==> config.mk <==
export PLATFORM = sky130hd
export DESIGN_NAME = nms_stream
export DESIGN_NICKNAME = d
export VERILOG_FILES = /design/src/rtl/nms_stream_pkg.sv /design/src/rtl/nms_line_buffer.sv /design/src/rtl/nms_stream.sv
export SDC_FILE = /design/constraint.sdc
export NUM_CORES = 1
export LEC_CHECK = 0
export ABC_CLOCK_PERIOD_IN_PS = 10050
export BUFFER_PORTS_ARGS = -buffer_cell sky130_fd_sc_hd__buf_2
export CORE_MARGIN = 2
export CORE_UTILIZATION = 55
export CTS_CLUSTER_SIZE = 8
export DETAILED_ROUTE_END_ITERATION = 10
export PLACE_DENSITY = 0.71
export SLEW_MARGIN = 30
export SYNTH_ARGS = -nofsm -noshare
export SYNTH_HDL_FRONTEND = slang
export SYNTH_SLANG_ARGS = --single-unit
==> constraint.sdc <==
create_clock -name i_clk -period 10.05 [get_ports i_clk]
set_input_delay 0.5025 -clock i_clk [delete_from_list [all_inputs] [get_ports i_clk]]
set_output_delay 0.5025 -clock i_clk [all_outputs]
set_load 0.005 [all_outputs]
==> src/rtl/nms_stream_pkg.sv <==
// Shared types for the streaming non-maximum-suppression block: direction
// encoding, controller states and the default magnitude width.
package nms_stream_pkg;

    localparam int MAG_W_DEFAULT = 8;

    typedef enum logic [1:0] {
        DIR_0   = 2'b00,
        DIR_90  = 2'b01,
        DIR_45  = 2'b10,
        DIR_135 = 2'b11
    } dir_e;

    typedef enum logic [1:0] {
        ST_FILL  = 2'b00,
        ST_RUN   = 2'b01,
        ST_FLUSH = 2'b10
    } state_e;

endpackage

==> src/rtl/nms_line_buffer.sv <==
// One line of magnitude history: combinational read and synchronous write at
// the same column address. Contents are never reset.
module nms_line_buffer #(
    parameter int DEPTH = 16,
    parameter int WIDTH = 8
) (
    input  logic                     i_clk,
    input  logic                     i_we,
    input  logic [$clog2(DEPTH)-1:0] i_addr,
    input  logic [WIDTH-1:0]         i_wdata,
    output logic [WIDTH-1:0]         o_rdata
);

    logic [WIDTH-1:0] mem_q [DEPTH];

    always_ff @(posedge i_clk) begin
        if (i_we) begin
            mem_q[i_addr] <= i_wdata;
        end
    end

    assign o_rdata = mem_q[i_addr];

endmodule

==> src/rtl/nms_stream.sv <==
// Streaming 3x3 non-maximum suppression over a raster of gradient magnitudes
// with quantized directions; one output per input, border pixels forced to 0.
//
// state    | meaning
// ST_FILL  | accept pixels, no output until row 1 column 0 is accepted
// ST_RUN   | one output per accepted pixel
// ST_FLUSH | input stalled, emit the trailing IMG_W+1 outputs, then refill
module nms_stream
    import nms_stream_pkg::*;
#(
    parameter int IMG_W = 16,
    parameter int IMG_H = 16,
    parameter int MAG_W = MAG_W_DEFAULT
) (
    input  logic             i_clk,
    input  logic             i_rst,
    input  logic             i_valid,
    output logic             o_ready,
    input  logic [MAG_W-1:0] i_mag,
    input  logic [1:0]       i_dir,
    output logic             o_valid,
    input  logic             i_ready,
    output logic [MAG_W-1:0] o_mag,
    output logic             o_eof
);

    localparam int CW = $clog2(IMG_W);
    localparam int RW = $clog2(IMG_H);
    localparam int FW = $clog2(IMG_W + 2);
    localparam logic [CW-1:0] COL_LAST  = CW'(IMG_W - 1);
    localparam logic [RW-1:0] ROW_LAST  = RW'(IMG_H - 1);
    localparam logic [FW-1:0] FLUSH_LEN = FW'(IMG_W + 1);

    state_e           state_q;
    logic [CW-1:0]    col_q;
    logic [RW-1:0]    row_q;
    logic [CW-1:0]    ocol_q;
    logic [RW-1:0]    orow_q;
    logic [FW-1:0]    flush_q;
    logic             live_q;
    logic             o_valid_q;
    logic             o_eof_q;
    logic [MAG_W-1:0] o_mag_q;

    logic             slot_free;
    logic             in_xfer;
    logic             out_xfer;
    logic             load_out;

    logic [MAG_W-1:0] lb0_rd;
    logic [MAG_W-1:0] lb1_rd;
    logic [1:0]       dir_mem_q [IMG_W];

    // wa_q is column c-2 and wb_q column c-1 (index 0 = top row) relative to the pixel being accepted.
    logic [MAG_W-1:0] wa_q [3];
    logic [MAG_W-1:0] wb_q [3];
    dir_e             dcen_q;

    logic [MAG_W-1:0] nb_a;
    logic [MAG_W-1:0] nb_b;
    logic [MAG_W-1:0] center;
    logic             border;
    logic [MAG_W-1:0] mag_d;
    logic             eof_d;

    assign slot_free = !o_valid_q || i_ready;
    assign o_ready   = live_q && ((state_q == ST_FILL) || (state_q == ST_RUN && slot_free));
    assign in_xfer   = i_valid && o_ready;
    assign out_xfer  = o_valid_q && i_ready;
    assign load_out  = (state_q == ST_RUN && in_xfer) ||
                       (state_q == ST_FLUSH && slot_free && flush_q != '0);

    nms_line_buffer #(.DEPTH(IMG_W), .WIDTH(MAG_W)) u_lb0 (
        .i_clk   (i_clk),
        .i_we    (in_xfer),
        .i_addr  (col_q),
        .i_wdata (i_mag),
        .o_rdata (lb0_rd)
    );

    nms_line_buffer #(.DEPTH(IMG_W), .WIDTH(MAG_W)) u_lb1 (
        .i_clk   (i_clk),
        .i_we    (in_xfer),
        .i_addr  (col_q),
        .i_wdata (lb0_rd),
        .o_rdata (lb1_rd)
    );

    always_ff @(posedge i_clk) begin
        if (in_xfer) begin
            dir_mem_q[col_q] <= i_dir;
            wa_q             <= wb_q;
            wb_q[0]          <= lb1_rd;
            wb_q[1]          <= lb0_rd;
            wb_q[2]          <= i_mag;
            dcen_q           <= dir_e'(dir_mem_q[col_q]);
        end
    end

    // Center is wb_q[1]; neighbors come from the window plus the column arriving now.
    always_comb begin
        nb_a = '0;
        nb_b = '0;
        case (dcen_q)
            DIR_0:   begin nb_a = wa_q[1]; nb_b = lb0_rd;  end
            DIR_90:  begin nb_a = wb_q[0]; nb_b = wb_q[2]; end
            DIR_45:  begin nb_a = lb1_rd;  nb_b = wa_q[2]; end
            DIR_135: begin nb_a = wa_q[0]; nb_b = i_mag;   end
            default: begin nb_a = '0;      nb_b = '0;      end
        endcase
    end

    assign center = wb_q[1];
    assign border = (ocol_q == '0) || (ocol_q == COL_LAST) ||
                    (orow_q == '0) || (orow_q == ROW_LAST);
    assign mag_d  = (state_q == ST_RUN && !border && center >= nb_a && center >= nb_b)
                    ? center : '0;
    assign eof_d  = (ocol_q == COL_LAST) && (orow_q == ROW_LAST);

    always_ff @(posedge i_clk or posedge i_rst) begin
        if (i_rst) begin
            state_q   <= ST_FILL;
            col_q     <= '0;
            row_q     <= '0;
            ocol_q    <= '0;
            orow_q    <= '0;
            flush_q   <= '0;
            live_q    <= 1'b0;
            o_valid_q <= 1'b0;
            o_mag_q   <= '0;
            o_eof_q   <= 1'b0;
        end else begin
            live_q <= 1'b1;

            if (in_xfer) begin
                col_q <= (col_q == COL_LAST) ? '0 : col_q + 1'b1;
                if (col_q == COL_LAST) begin
                    row_q <= (row_q == ROW_LAST) ? '0 : row_q + 1'b1;
                end
            end

            if (load_out) begin
                o_valid_q <= 1'b1;
                o_mag_q   <= mag_d;
                o_eof_q   <= eof_d;
                ocol_q    <= (ocol_q == COL_LAST) ? '0 : ocol_q + 1'b1;
                if (ocol_q == COL_LAST) begin
                    orow_q <= (orow_q == ROW_LAST) ? '0 : orow_q + 1'b1;
                end
                if (state_q == ST_FLUSH) begin
                    flush_q <= flush_q - 1'b1;
                end
            end else if (out_xfer) begin
                o_valid_q <= 1'b0;
                o_eof_q   <= 1'b0;
            end

            case (state_q)
                ST_FILL: begin
                    if (in_xfer && row_q == RW'(1) && col_q == '0) begin
                        state_q <= ST_RUN;
                    end
                end
                ST_RUN: begin
                    if (in_xfer && row_q == ROW_LAST && col_q == COL_LAST) begin
                        state_q <= ST_FLUSH;
                        flush_q <= FLUSH_LEN;
                    end
                end
                ST_FLUSH: begin
                    if (out_xfer && o_eof_q) begin
                        state_q <= ST_FILL;
                    end
                end
                default: state_q <= ST_FILL;
            endcase
        end
    end

    assign o_valid = o_valid_q;
    assign o_mag   = o_mag_q;
    assign o_eof   = o_eof_q;

endmodule

==> reports/summary.log, run 1 <==
qor: hold_path.holdCritPathClass input port to asynchronous set/reset pin
qor: synth.synth-edff-count 338
qor: timing.final_hold_viol_count 0
qor: route.drt_first_pass_iters 6
qor: floorplanning.num_io_pins 25
qor: clock_network.cts_htree_levels 2
qor: floorplanning.die_w 168 um
qor: place.place_congestion 0.774
qor: synth.synth_top_area_share 69.0%
qor: cells_and_area.nets 859
qor: clock_network.tritoncts.num_buffers 52
qor: synth.synth.most_common_cell sky130_fd_sc_hd__edfxtp_1
qor: critical_path.rrSetupSlack 5.36 ns
qor: synth.yosysWarnings 0
qor: place.place_area 15400 sq um
qor: power_and_ir_drop.power.net_switching 1.25 mW
qor: floorplanning.floorplan.initialDensity 56.3%
qor: route.via_count 7597
qor: timing.min_period_over_period 46.6%
qor: critical_path.rr_startpoint col_q[0]
qor: synth.syn_avg_cell_area 19.6 sq um
qor: synth.synthFlopType sky130_fd_sc_hd__edfxtp_1
qor: cells_and_area.fillers 1730
qor: floorplanning.fp-row-count 59
qor: clock_network.clkTransAtPathRegs 0.05 ns
qor: clock_network.cts_resized 0
qor: critical_path.worst_ep_required_time 10.47 ns
qor: route.antenna_violating_nets_post_route 0
qor: place.place.port_buffers 24
qor: power_and_ir_drop.share_comb_of_total_power 20.6%
qor: route.wire_per_inst 25.9 um
qor: power_and_ir_drop.power.ir.vdd_worst 0.136 mV
qor: grt.grt_pass1_wl 47300 um
qor: power_and_ir_drop.power_per_cell_area 269 nW/um^2
qor: route.dr.first_iter.drc_count 744
qor: synth.synth_seq_area_share 74.7%
qor: clock_network.clkLatencyLatePin 0.55 ns
qor: synth.async_reset_ff_share 9.14%
qor: route.wl 30400 um
qor: critical_path.setup.worst_path.end_class flop
qor: power_and_ir_drop.power_report.internal_total 3.28 mW
qor: grt.first_global_vias 7898
qor: clock_network.cts_num_sinks 372
qor: synth.yosysTopAreaCell sky130_fd_sc_hd__edfxtp_1
qor: critical_path.critPathMaxFanout 44
qor: timing.slew_violations 0
qor: synth.netlist_area 14700 sq um
qor: outcome.outcome completed
qor: clock_network.post_cts.repair.setup_buffers 0
qor: power_and_ir_drop.leakagePower 5.65 nW
qor: timing.rsz0062_at_grt false
qor: timing.clock.fmax 213 MHz
qor: cells_and_area.area_growth_syn_to_layout 14.2%
qor: cells_and_area.finalCoreUtilization 64.3%
qor: route.remaining_drc_errors 0
qor: timing.finalWorstSetupSlack 5.36 ns
qor: synth.synth_common_cells sky130_fd_sc_hd__edfxtp_1, sky130_fd_sc_hd__mux4_2, sky130_fd_sc_hd__nand2_1, sky130_fd_sc_hd__dfrtp_1, sky130_fd_sc_hd__a22oi_1
qor: grt.antenna_found_initial 0
qor: critical_path.timing.rr.end o_mag[1]
qor: timing.clock_skew 0.0200 ns
qor: cells_and_area.final_cell_count_no_fill 1173
qor: cells_and_area.layout.cell_area.non_filler 16800 sq um
qor: power_and_ir_drop.p_clk_share 34.4%
qor: clock_network.cts_tree yes
qor: floorplanning.die_y 168 um
qor: floorplanning.fp.coreArea 26100 sq um
qor: synth.synth_nets 792
qor: critical_path.criticalPathCategory flop to flop
qor: critical_path.worst_r2r_path_depth 12
qor: synth.synthesis.instances 751
qor: timing.final.min_clock_period 4.69 ns
qor: timing.tightestPinTransition 1.03 ns
qor: timing.slew_headroom 31.3%
qor: cells_and_area.multiInputGateArea 3570 sq um
qor: timing.fin_tns_setup 0 ns
qor: power_and_ir_drop.power.share.sequential 45.0%
qor: cells_and_area.antenna-diode-count 0
qor: power_and_ir_drop.swShare 27.5%
qor: floorplanning.design.die.area 28100 sq um
qor: critical_path.cp_data_arrival_time 5.11 ns
qor: clock_network.clockRootBuffer sky130_fd_sc_hd__clkbuf_16
qor: cells_and_area.drive_above_1_share 24.8%
qor: route.post_drt_via_cell_ratio 6.48
qor: flow_run.maxCapViolCount 0
qor: grt.global_route.overflow_total 0
qor: cells_and_area.sequential_cell_area 11000 sq um
qor: grt.grt_use_total 22.6%
qor: place.dpl.hpwl 17300 um
qor: power_and_ir_drop.p_total 4.53 mW
qor: place.place_worst_setup_slack 5.35 ns
qor: synth.synth_area_leaders sky130_fd_sc_hd__edfxtp_1, sky130_fd_sc_hd__mux4_2, sky130_fd_sc_hd__dfrtp_1
qor: clock_network.cts_max_path_buffers 3
qor: critical_path.cp-start-kind flop
qor: timing.final_setup_violation_count 0
qor: synth.synth_cell_types 52
qor: clock_network.hold_bufs_inserted_after_cts 0
qor: grt.grt_start_max_net_pins 77
qor: synth.synth.ff_latch_count 372
qor: place.dp_cells 1099
qor: timing.whs 0.0486 ns
==> worst max-delay path by stage <==
| stage | from | end | slack (ns) | cells past startpoint |
|---|---|---|---|---|
| CTS | col_q[0] | o_mag[1] | 5.28 | 12 |
| global placement | col_q[0] | o_mag[4] | 5.51 | 12 |
| detailed placement | col_q[0] | o_mag[1] | 5.35 | 12 |
| finish | col_q[0] | o_mag[1] | 5.36 | 12 |
| floorplan | i_ready | dir_mem_q[3][0] | 5.47 | 6 |
| global route | col_q[0] | o_mag[1] | 4.91 | 12 |
==> routing by layer <==
| layer | GRT usage, % | wire (um) | up-vias |
|---|---|---|---|
| met5 | 0 | 0 | - |
| met4 | 6.43 | 582 | 0 |
| met3 | 3.66 | 1930 | 47 |
| met2 | 38.2 | 15400 | 309 |
| met1 | 30.9 | 12600 | 4018 |
| li1 | - | - | 3223 |
==> flip-flops by register name, indices dropped and copies added (netlist names), 4 cells and up <==
name         cells
col_q            4
o_mag            8
wa_q            24
row_q            4
u_lb0.mem_q    128
center           8
dir_mem_q       32
orow_q           4
wb_q            16
ocol_q           4
flush_q          5
u_lb1.mem_q    128
==> placed cells by master (no fill, tap or decap), types with 4 or more instances in the layout <==
cell | synthesis | routed
sky130_fd_sc_hd__nor3_2 | 0 | 4
sky130_fd_sc_hd__nand2b_1 | 5 | 5
sky130_fd_sc_hd__nand3_1 | 7 | 7
sky130_fd_sc_hd__edfxtp_1 | 338 | 338
sky130_fd_sc_hd__xnor2_1 | 5 | 5
sky130_fd_sc_hd__inv_1 | 14 | 14
sky130_fd_sc_hd__a22oi_1 | 33 | 33
sky130_fd_sc_hd__a222oi_1 | 16 | 16
sky130_fd_sc_hd__buf_4 | 1 | 25
sky130_fd_sc_hd__o21ai_0 | 9 | 9
sky130_fd_sc_hd__nand2_1 | 41 | 41
sky130_fd_sc_hd__a21oi_1 | 10 | 9
sky130_fd_sc_hd__a21boi_1 | 14 | 14
sky130_fd_sc_hd__nor2_1 | 24 | 13
sky130_fd_sc_hd__mux4_2 | 74 | 74
sky130_fd_sc_hd__clkbuf_1 | 23 | 19
sky130_fd_sc_hd__nor2_2 | 1 | 12
sky130_fd_sc_hd__a22o_1 | 8 | 8
sky130_fd_sc_hd__buf_2 | 10 | 24
sky130_fd_sc_hd__clkbuf_16 | 0 | 53
sky130_fd_sc_hd__dfrtp_1 | 34 | 32
sky130_fd_sc_hd__ha_1 | 27 | 27
sky130_fd_sc_hd__nor2b_1 | 5 | 5
==> kinds of logic (layout without fill, tap and decap cells) <==
logic type | count (synthesis) | count (layout) | synth area share [%]
DFF | 372 | 372 | 74.7
AOI/OAI and AO/OA | 112 | 112 | 6.02
and+or+nand+nor | 104 | 104 | 3.50
muxes | 77 | 77 | 11.5
buffers and inverters | 51 | 138 | 1.46
adders and majority gates | 27 | 27 | 2.30
xor gates and xnor gates | 7 | 7 | 0.417
other | 1 | 1 | 0.0255
==> worst max-delay path, cell delays in order (launching register included) <==
cell and delay, ns:
sky130_fd_sc_hd__dfrtp_4 0.86, sky130_fd_sc_hd__buf_4 0.79, sky130_fd_sc_hd__mux4_2 0.60, sky130_fd_sc_hd__a22oi_1 0.22, sky130_fd_sc_hd__nand2_1 0.36, sky130_fd_sc_hd__nand2_1 0.18, sky130_fd_sc_hd__nand2_1 0.07, sky130_fd_sc_hd__ha_1 0.29
sky130_fd_sc_hd__nand2b_1 0.17, sky130_fd_sc_hd__a2111oi_0 0.43, sky130_fd_sc_hd__o31a_1 0.25, sky130_fd_sc_hd__a2111oi_4 0.08, sky130_fd_sc_hd__a22o_1 0.22
==> power groups by stage <==
stage | Clock (mW) | Combinational, mW | Sequential, mW
finish | 1.56 | 0.934 | 2.04
global route | 1.65 | 1.02 | 2.05
CTS | 1.58 | 0.939 | 2.04
detailed placement | 0 | 0.932 | 2.07
global placement | 0 | 0.891 | 2.06
floorplan | 0 | 0.689 | 2.01
==> area by class of cell <==
cell class | instances | share of cell area, %
inverters | 14 | 0.313
clock inverters | 2 | 0.298
well taps | 335 | 2.49
multi-input cells | 328 | 21.2
repair buffers | 50 | 1.90
flip-flops and latches | 372 | 65.5
clock buffers | 72 | 8.31
No activity file was read; power rests on OpenSTA's default activity.
==> run 2, diff against run 1 <==
ABC_AREA = 1   (was not set)
ABC_CLOCK_PERIOD_IN_PS = 4100   (was 10050)
PLACE_DENSITY = 0.74   (was 0.71)
clock period = 4.1 ns   (was 10.05 ns; I/O delays follow)
==> run 2 against run 1 <==
Utilization down 1.5 points. Synthesized cell count up 87%. Register-to-register slack worse by 4.4 ns. First-iteration DRC count up 59%. Maximum frequency up 49%. Clock skew up 0.00093 ns. Critical endpoint is now o_mag[3].
==> reports/summary.log, run 2 <==
qor: outcome.outcome completed
qor: timing.clock_skew 0.0209 ns
qor: grt.grt_pass1_wl 56600 um
qor: cells_and_area.fillers 2143
qor: grt.grt_start_max_net_pins 156
qor: cells_and_area.mostFrequentLayoutCell sky130_fd_sc_hd__nand2_1
qor: synth.synth_seq_area_share 69.6%
qor: route.met3_wirelength_from_detailed_routing 3290 um
qor: synth.synth_fa_ha_area_share 2.14%
qor: grt.first_global_vias 10300
qor: synth.synth-edff-count 338
qor: timing.clock.fmax 318 MHz
qor: floorplanning.floorplan.initialDensity 55.5%
qor: grt.antenna_found_initial 0
qor: floorplanning.fp.coreArea 28500 sq um
qor: grt.global_route.overflow_total 0
qor: synth.async_reset_ff_share 9.14%
qor: clock_network.cts_max_path_buffers 3
qor: synth.synth_area_leaders sky130_fd_sc_hd__edfxtp_1, sky130_fd_sc_hd__nand2_1, sky130_fd_sc_hd__dfrtp_1
qor: cells_and_area.antenna-diode-count 0
qor: place.place.port_buffers 24
qor: synth.synth.ff_latch_count 372
qor: route.via_count 10600
qor: clock_network.tritoncts.num_buffers 52
qor: synth.yosysWarnings 0
qor: timing.slew_headroom 35.2%
qor: critical_path.worst_ep_required_time 4.59 ns
qor: synth.synthFlopType sky130_fd_sc_hd__edfxtp_1
qor: critical_path.cp-start-kind flop
qor: critical_path.path_cells inv_4, buf_4, nor2_1, o21ai_0, nand2_1, nand2_1, o21ai_1, nand2_1, nand2_1, ha_1, nand2_1, nor2_1, nand4_1, nand3_1, nand4_1, nand2_1
qor: critical_path.worst_path_most_repeated_cell sky130_fd_sc_hd__nand2_1
qor: critical_path.rrSetupSlack 0.96 ns
qor: synth.yosysTopAreaCell sky130_fd_sc_hd__edfxtp_1
qor: power_and_ir_drop.power_per_cell_area 521 nW/um^2
qor: clock_network.cts_htree_levels 2
qor: route.wl 36600 um
qor: power_and_ir_drop.power.ir.vdd_worst 0.391 mV
qor: route.drt_first_pass_iters 6
qor: place.place_congestion 0.833
qor: hold_path.hold-path-cell-count 1
qor: critical_path.cp_max_stage_delay 0.50 ns
qor: synth.synth_xor_xnor_area_share 0.444%
qor: critical_path.worst_r2r_path_depth 16
qor: place.dpl.hpwl 20900 um
qor: route.maxUsedRoutingLayer met4
qor: critical_path.timing.critical_path.slowest_stage_cell sky130_fd_sc_hd__dfrtp_4
qor: synth.synth_common_cells sky130_fd_sc_hd__nand2_1, sky130_fd_sc_hd__edfxtp_1, sky130_fd_sc_hd__nor2_1, sky130_fd_sc_hd__o21ai_0, sky130_fd_sc_hd__inv_1
qor: critical_path.setup.worst_path.end_class flop
qor: clock_network.cts_tree yes
qor: route.antenna_violating_nets_post_route 0
qor: grt.grt_use_total 24.3%
qor: timing.final_setup_violation_count 0
qor: timing.rsz0062_at_grt false
qor: clock_network.clkTransAtPathRegs 0.05 ns
qor: critical_path.family_with_the_most_delay_on_the_worst_path simple AND/OR/NAND/NOR gates
qor: synth.netlist_area 15800 sq um
qor: cells_and_area.finalCoreUtilization 62.9%
qor: synth.largest_family_of_logic_cells_by_synthesized_area simple AND/OR/NAND/NOR gates
qor: synth.post_synthesis_simple_gate_area_fraction 16.1%
qor: power_and_ir_drop.leakagePower 6.89 nW
qor: cells_and_area.final_cell_count_no_fill 1867
qor: cells_and_area.final_cell_mix sky130_fd_sc_hd__nand2_1, sky130_fd_sc_hd__edfxtp_1, sky130_fd_sc_hd__nor2_1
qor: place.dp_cells 1792
qor: hold_path.holdCritPathClass input port to flop
qor: floorplanning.fp-row-count 62
qor: floorplanning.die_y 173 um
qor: clock_network.cts_resized 0
qor: timing.final_hold_viol_count 0
qor: hold_path.min_from i_dir[0]
qor: critical_path.criticalPathCategory flop to flop
qor: timing.whs 0.0182 ns
qor: cells_and_area.regs_by_ff_count u_lb0.mem_q (128), u_lb1.mem_q (128), dir_mem_q (32)
qor: clock_network.clkLatencyLatePin 0.57 ns
qor: route.wire_per_inst 19.6 um
qor: cells_and_area.nets 1505
qor: critical_path.critPathBufInv 2
qor: floorplanning.design.die.area 30100 sq um
qor: timing.min_period_over_period 76.6%
qor: route.dr.first_iter.drc_count 1185
qor: floorplanning.die_w 173 um
qor: cells_and_area.area_growth_syn_to_layout 13.3%
qor: critical_path.cp_data_arrival_time 3.63 ns
qor: synth.synthesis.instances 1405
qor: flow_run.maxCapViolCount 0
qor: timing.final.min_clock_period 3.14 ns
qor: critical_path.rr_startpoint col_q[0]
qor: synth.synth-compound-area-share 7.31%
qor: route.remaining_drc_errors 0
qor: cells_and_area.drive_above_1_share 10.6%
qor: hold_path.worst_hold_path.endpoint dir_mem_q[11][0]
qor: synth.synth.mux.area_fraction 0%
qor: synth.synth.most_common_cell sky130_fd_sc_hd__nand2_1
qor: synth.synth_nets 1446
qor: critical_path.critPathMaxFanout 48
qor: route.post_drt_via_cell_ratio 5.70
qor: timing.tightestPinTransition 0.972 ns
qor: synth.syn_avg_cell_area 11.2 sq um
qor: clock_network.clockRootBuffer sky130_fd_sc_hd__clkbuf_16
qor: timing.slew_violations 0
qor: synth.synth_top_area_share 64.2%
qor: route.routedLengthMet1 15000 um
qor: timing.fin_tns_setup 0 ns
qor: floorplanning.num_io_pins 25
qor: critical_path.timing.rr.end o_mag[3]
qor: power_and_ir_drop.p_total 9.32 mW
qor: clock_network.cts_num_sinks 372
qor: route.met2_length 17200 um
qor: synth.synth_cell_types 36
[run 2: changes by cell type in the layout (fill, tap and decap cells not counted), sizes merged, moves of 33 or more]
cell / delta
inv: +75
mux4: -74
a22oi: -33
o21ai: +150
nand2: +303
nor2: +193
[run 2: repair_timing]
item / 4_1_cts / 5_1_grt
hold buffers: 2 / 0
endpoints found under the hold margin: 36 / 0
buffers inserted: 0 / 0
[run 2: power breakdown]
group / internal [mW] / leakage [nW] / switching (mW)
clock network: 2.33 / 0.697 / 1.49
logic: 0.306 / 2.74 / 0.788
registers: 4.35 / 3.46 / 0.0581
total: 6.98 / 6.89 / 2.34
[run 2: stage by stage]
step                      setup WS [ns]  instance area [sq um]
after floorplan                   0.408                  15800
after global placement             1.08                  16400
after detailed placement          0.973                  16400
after CTS                         0.954                  17900
after global routing              0.625                  17900
final                             0.959                  17900
[run 2: how the worst max path moves through the flow]
stage / from / endpoint / depth (start not counted)
floorplan: o_valid / dir_mem_q[11][0] / 7
global placement: col_q[0] / o_mag[3] / 16
detailed placement: col_q[0] / o_mag[5] / 16
CTS: col_q[0] / o_mag[3] / 16
global route: col_q[0] / o_mag[5] / 16
finish: col_q[0] / o_mag[3] / 16
[run 2: cell type report]
cell class | count | area (sq um) | share of cell area (%)
sequential | 372 | 11000 | 61.5
multi-input combinational | 884 | 4160 | 23.2
clock buffer | 70 | 1390 | 7.77
tap | 384 | 480 | 2.69
timing repair buffer | 64 | 475 | 2.66
inverter | 90 | 340 | 1.90
clock inverter | 3 | 45.0 | 0.252
[run 2: cell families (layout without fill, tap and decap cells)]
logic type                 count (synthesis)  after routing
adders and majority gates                 27             27
other                                      1              1
and+or+nand+nor                          633            633
xor gates and xnor gates                   8              8
DFF                                      372            372
AOI/OAI and AO/OA                        215            215
buffers and inverters                    149            227
[run 2: layer usage]
metal	track usage, %	vias to the layer above
met2	38.5	509
met4	9.53	0
li1	-	4937
met3	4.63	83
met5	0	-
met1	33.5	5119
[run 2: worst register-to-register path, delay by kind of cell, from the launching register on]
kind / cells / cell delay, ns
DFF: 1 / 0.50
and+or+nand+nor: 11 / 1.21
AOI/OAI and AO/OA: 2 / 0.32
buffers and inverters: 2 / 0.77
adders and majority gates: 1 / 0.29
==> run 3, diff against run 2 <==
ABC_CLOCK_PERIOD_IN_PS = 2800   (was 4100)
clock period = 2.8 ns   (was 4.1 ns; I/O delays follow)
==> run 3 against run 2 <==
Die area unchanged. First-iteration DRC count up 25%. Total power up 52%. Critical path depth up 1. Via count up 4.2%. Cell area up 5.4%. Count of clock-buffer cells in the layout up 12. Clock power up 53%. Sequential share of layout area down 3.2 points. Critical endpoint is now o_mag[6]. Largest power group unchanged.
==> reports/summary.log, run 3 (synthesis gave the netlist of run 2 again) <==
qor: outcome.outcome completed
qor: grt.global_route.overflow_total 0
qor: clock_network.clkLatencyLatePin 0.57 ns
qor: grt.grt_start_max_net_pins 58
qor: route.via_count 11100
qor: place.place_area 16700 sq um
qor: cells_and_area.finalCoreUtilization 66.3%
qor: timing.clock_skew 0.0184 ns
qor: power_and_ir_drop.power.ir.vdd_worst 0.506 mV
qor: timing.fin_tns_setup 0 ns
qor: timing.slew_headroom 42.8%
qor: power_and_ir_drop.power_per_cell_area 753 nW/um^2
qor: clock_network.cts_max_path_buffers 3
qor: critical_path.cp-start-kind flop
qor: flow_run.maxCapViolCount 0
qor: critical_path.worst_path_most_repeated_cell sky130_fd_sc_hd__nand2_1
qor: timing.final_setup_violation_count 0
qor: floorplanning.fp-row-count 62
qor: critical_path.setup.worst_path.end_class flop
qor: critical_path.startpoint col_q[0]
qor: cells_and_area.final_cell_count_no_fill 1925
qor: grt.first_global_vias 10400
qor: floorplanning.design.die.area 30100 sq um
qor: critical_path.criticalPathCategory flop to flop
qor: place.dpl.hpwl 22800 um
qor: power_and_ir_drop.leakagePower 7.29 nW
qor: timing.tightestPinTransition 0.858 ns
qor: floorplanning.num_io_pins 25
qor: critical_path.cp_max_stage_delay 0.57 ns
qor: place.place.port_buffers 24
qor: critical_path.rr_startpoint col_q[0]
qor: route.drt_first_pass_iters 5
qor: clock_network.clkTransAtPathRegs 0.05 ns
qor: hold_path.min_from i_mag[3]
qor: floorplanning.fp.coreArea 28500 sq um
qor: cells_and_area.nets 1551
qor: cells_and_area.layout.cell_area.non_filler 18900 sq um
qor: timing.rsz0062_at_grt true
qor: cells_and_area.regs_by_ff_count u_lb0.mem_q (128), u_lb1.mem_q (128), dir_mem_q (32)
qor: critical_path.timing.critical_path.slowest_stage_cell sky130_fd_sc_hd__dfrtp_4
qor: clock_network.cts_num_sinks 372
qor: grt.grt_use_total 25.2%
qor: critical_path.critPathMaxFanout 8
qor: timing.clock.fmax 364 MHz
qor: clock_network.clockRootBuffer sky130_fd_sc_hd__clkbuf_16
qor: critical_path.family_with_the_most_delay_on_the_worst_path simple AND/OR/NAND/NOR gates
qor: cells_and_area.fillers 1998
qor: hold_path.holdCritPathClass input port to flop
qor: power_and_ir_drop.p_total 14.2 mW
qor: place.dp_cells 1816
qor: route.post_drt_via_cell_ratio 5.76
qor: route.remaining_drc_errors 0
qor: cells_and_area.final_cell_mix sky130_fd_sc_hd__edfxtp_1, sky130_fd_sc_hd__nand2_1, sky130_fd_sc_hd__nor2_1
qor: floorplanning.floorplan.initialDensity 55.5%
qor: timing.min_period_over_period 98.0%
qor: grt.antenna_found_initial 0
qor: place.place_congestion 0.834
qor: timing.final_hold_viol_count 0
qor: clock_network.tritoncts.num_buffers 52
qor: route.dr.first_iter.drc_count 1483
qor: floorplanning.die_w 173 um
qor: cells_and_area.antenna-diode-count 0
qor: route.antenna_violating_nets_post_route 0
qor: cells_and_area.drive_above_1_share 15.3%
qor: route.wl 40100 um
qor: cells_and_area.mostFrequentLayoutCell sky130_fd_sc_hd__edfxtp_1
qor: cells_and_area.area_growth_syn_to_layout 19.4%
qor: clock_network.cts_htree_levels 2
qor: critical_path.cp_data_arrival_time 3.24 ns
qor: critical_path.worst_ep_required_time 3.30 ns
qor: clock_network.cts_tree yes
qor: timing.slew_violations 0
qor: timing.final.min_clock_period 2.74 ns
qor: critical_path.path_cells clkinv_8, buf_6, clkbuf_16, nor2_1, o21ai_0, nand2_1, nand2_1, o21ai_2, nand2_1, nand2_1, ha_1, nand2_2, nor2_4, nand4_1, nand3_4, nand4_1, nand2_1
qor: critical_path.critPathBufInv 3
qor: route.wire_per_inst 20.8 um
qor: floorplanning.die_y 173 um
qor: grt.grt_pass1_wl 58300 um
[run 3: cell types whose count changed in the layout (fill, tap and decap cells not counted), moves of 6 or more]
cell,delta
sky130_fd_sc_hd__nor2_4,+7
sky130_fd_sc_hd__buf_4,+13
sky130_fd_sc_hd__o21ai_0,-11
sky130_fd_sc_hd__buf_12,+9
sky130_fd_sc_hd__nand2_1,-9
sky130_fd_sc_hd__nand2_2,+8
sky130_fd_sc_hd__clkbuf_16,+6
sky130_fd_sc_hd__clkbuf_1,+12
sky130_fd_sc_hd__nor2_1,-12
sky130_fd_sc_hd__o21ai_2,+9
sky130_fd_sc_hd__buf_6,+7
[run 3: per-layer routing]
layer	up-vias	wire length, um	GRT usage (%)
li1	5038	-	-
met1	5358	15400	34.7
met2	618	19500	41.0
met3	83	4260	4.56
met4	0	964	8.19
met5	-	0	0
[run 3: report_power, final]
group          leakage [nW]  internal (mW)  total, mW  switching, mW
Combinational          3.11          0.636       1.91           1.27
Sequential             3.46           6.37       6.47         0.0940
Clock                 0.721           3.57       5.83           2.26
[run 3: final timing paths]
kind,slack [ns],cells past startpoint,endpoint
max,0.06,17,o_mag[6]
min,0.02,1,u_lb0.mem_q[5][3]
max reg2reg,0.06,17,o_mag[6]
min reg2reg,0.44,0,wa_q[23]
max in group asynchronous,1.77,4,o_mag[5]
min in group asynchronous,0.30,3,row_q[3]
[run 3: metrics by stage]
stage / hold slack (ns) / setup WS [ns]
after floorplan: 0.236 / -0.222
after global placement: 0.351 / 0.139
after detailed placement: 0.363 / 0.0649
after CTS: 0.0000897 / 0.0337
after global routing: 0.0186 / -0.0779
final: 0.0187 / 0.0559
[run 3: cell type report]
cell class                 count  area [sq um]  area share (%)
timing repair buffer         110          1170            6.21
clock inverter                 3          70.1           0.371
inverter                      90           353            1.87
clock buffer                  82          1440            7.61
tap                          384           480            2.55
multi-input combinational    884          4350            23.0
sequential                   372         11000            58.3
[run 3: repair_timing]
item / 4_1_cts / 5_1_grt
endpoints found under the hold margin: 90 / 0
hold buffers: 7 / 0
buffers inserted: 0 / 8
resized for setup: 0 / 77
endpoints found under the setup margin: 0 / 8
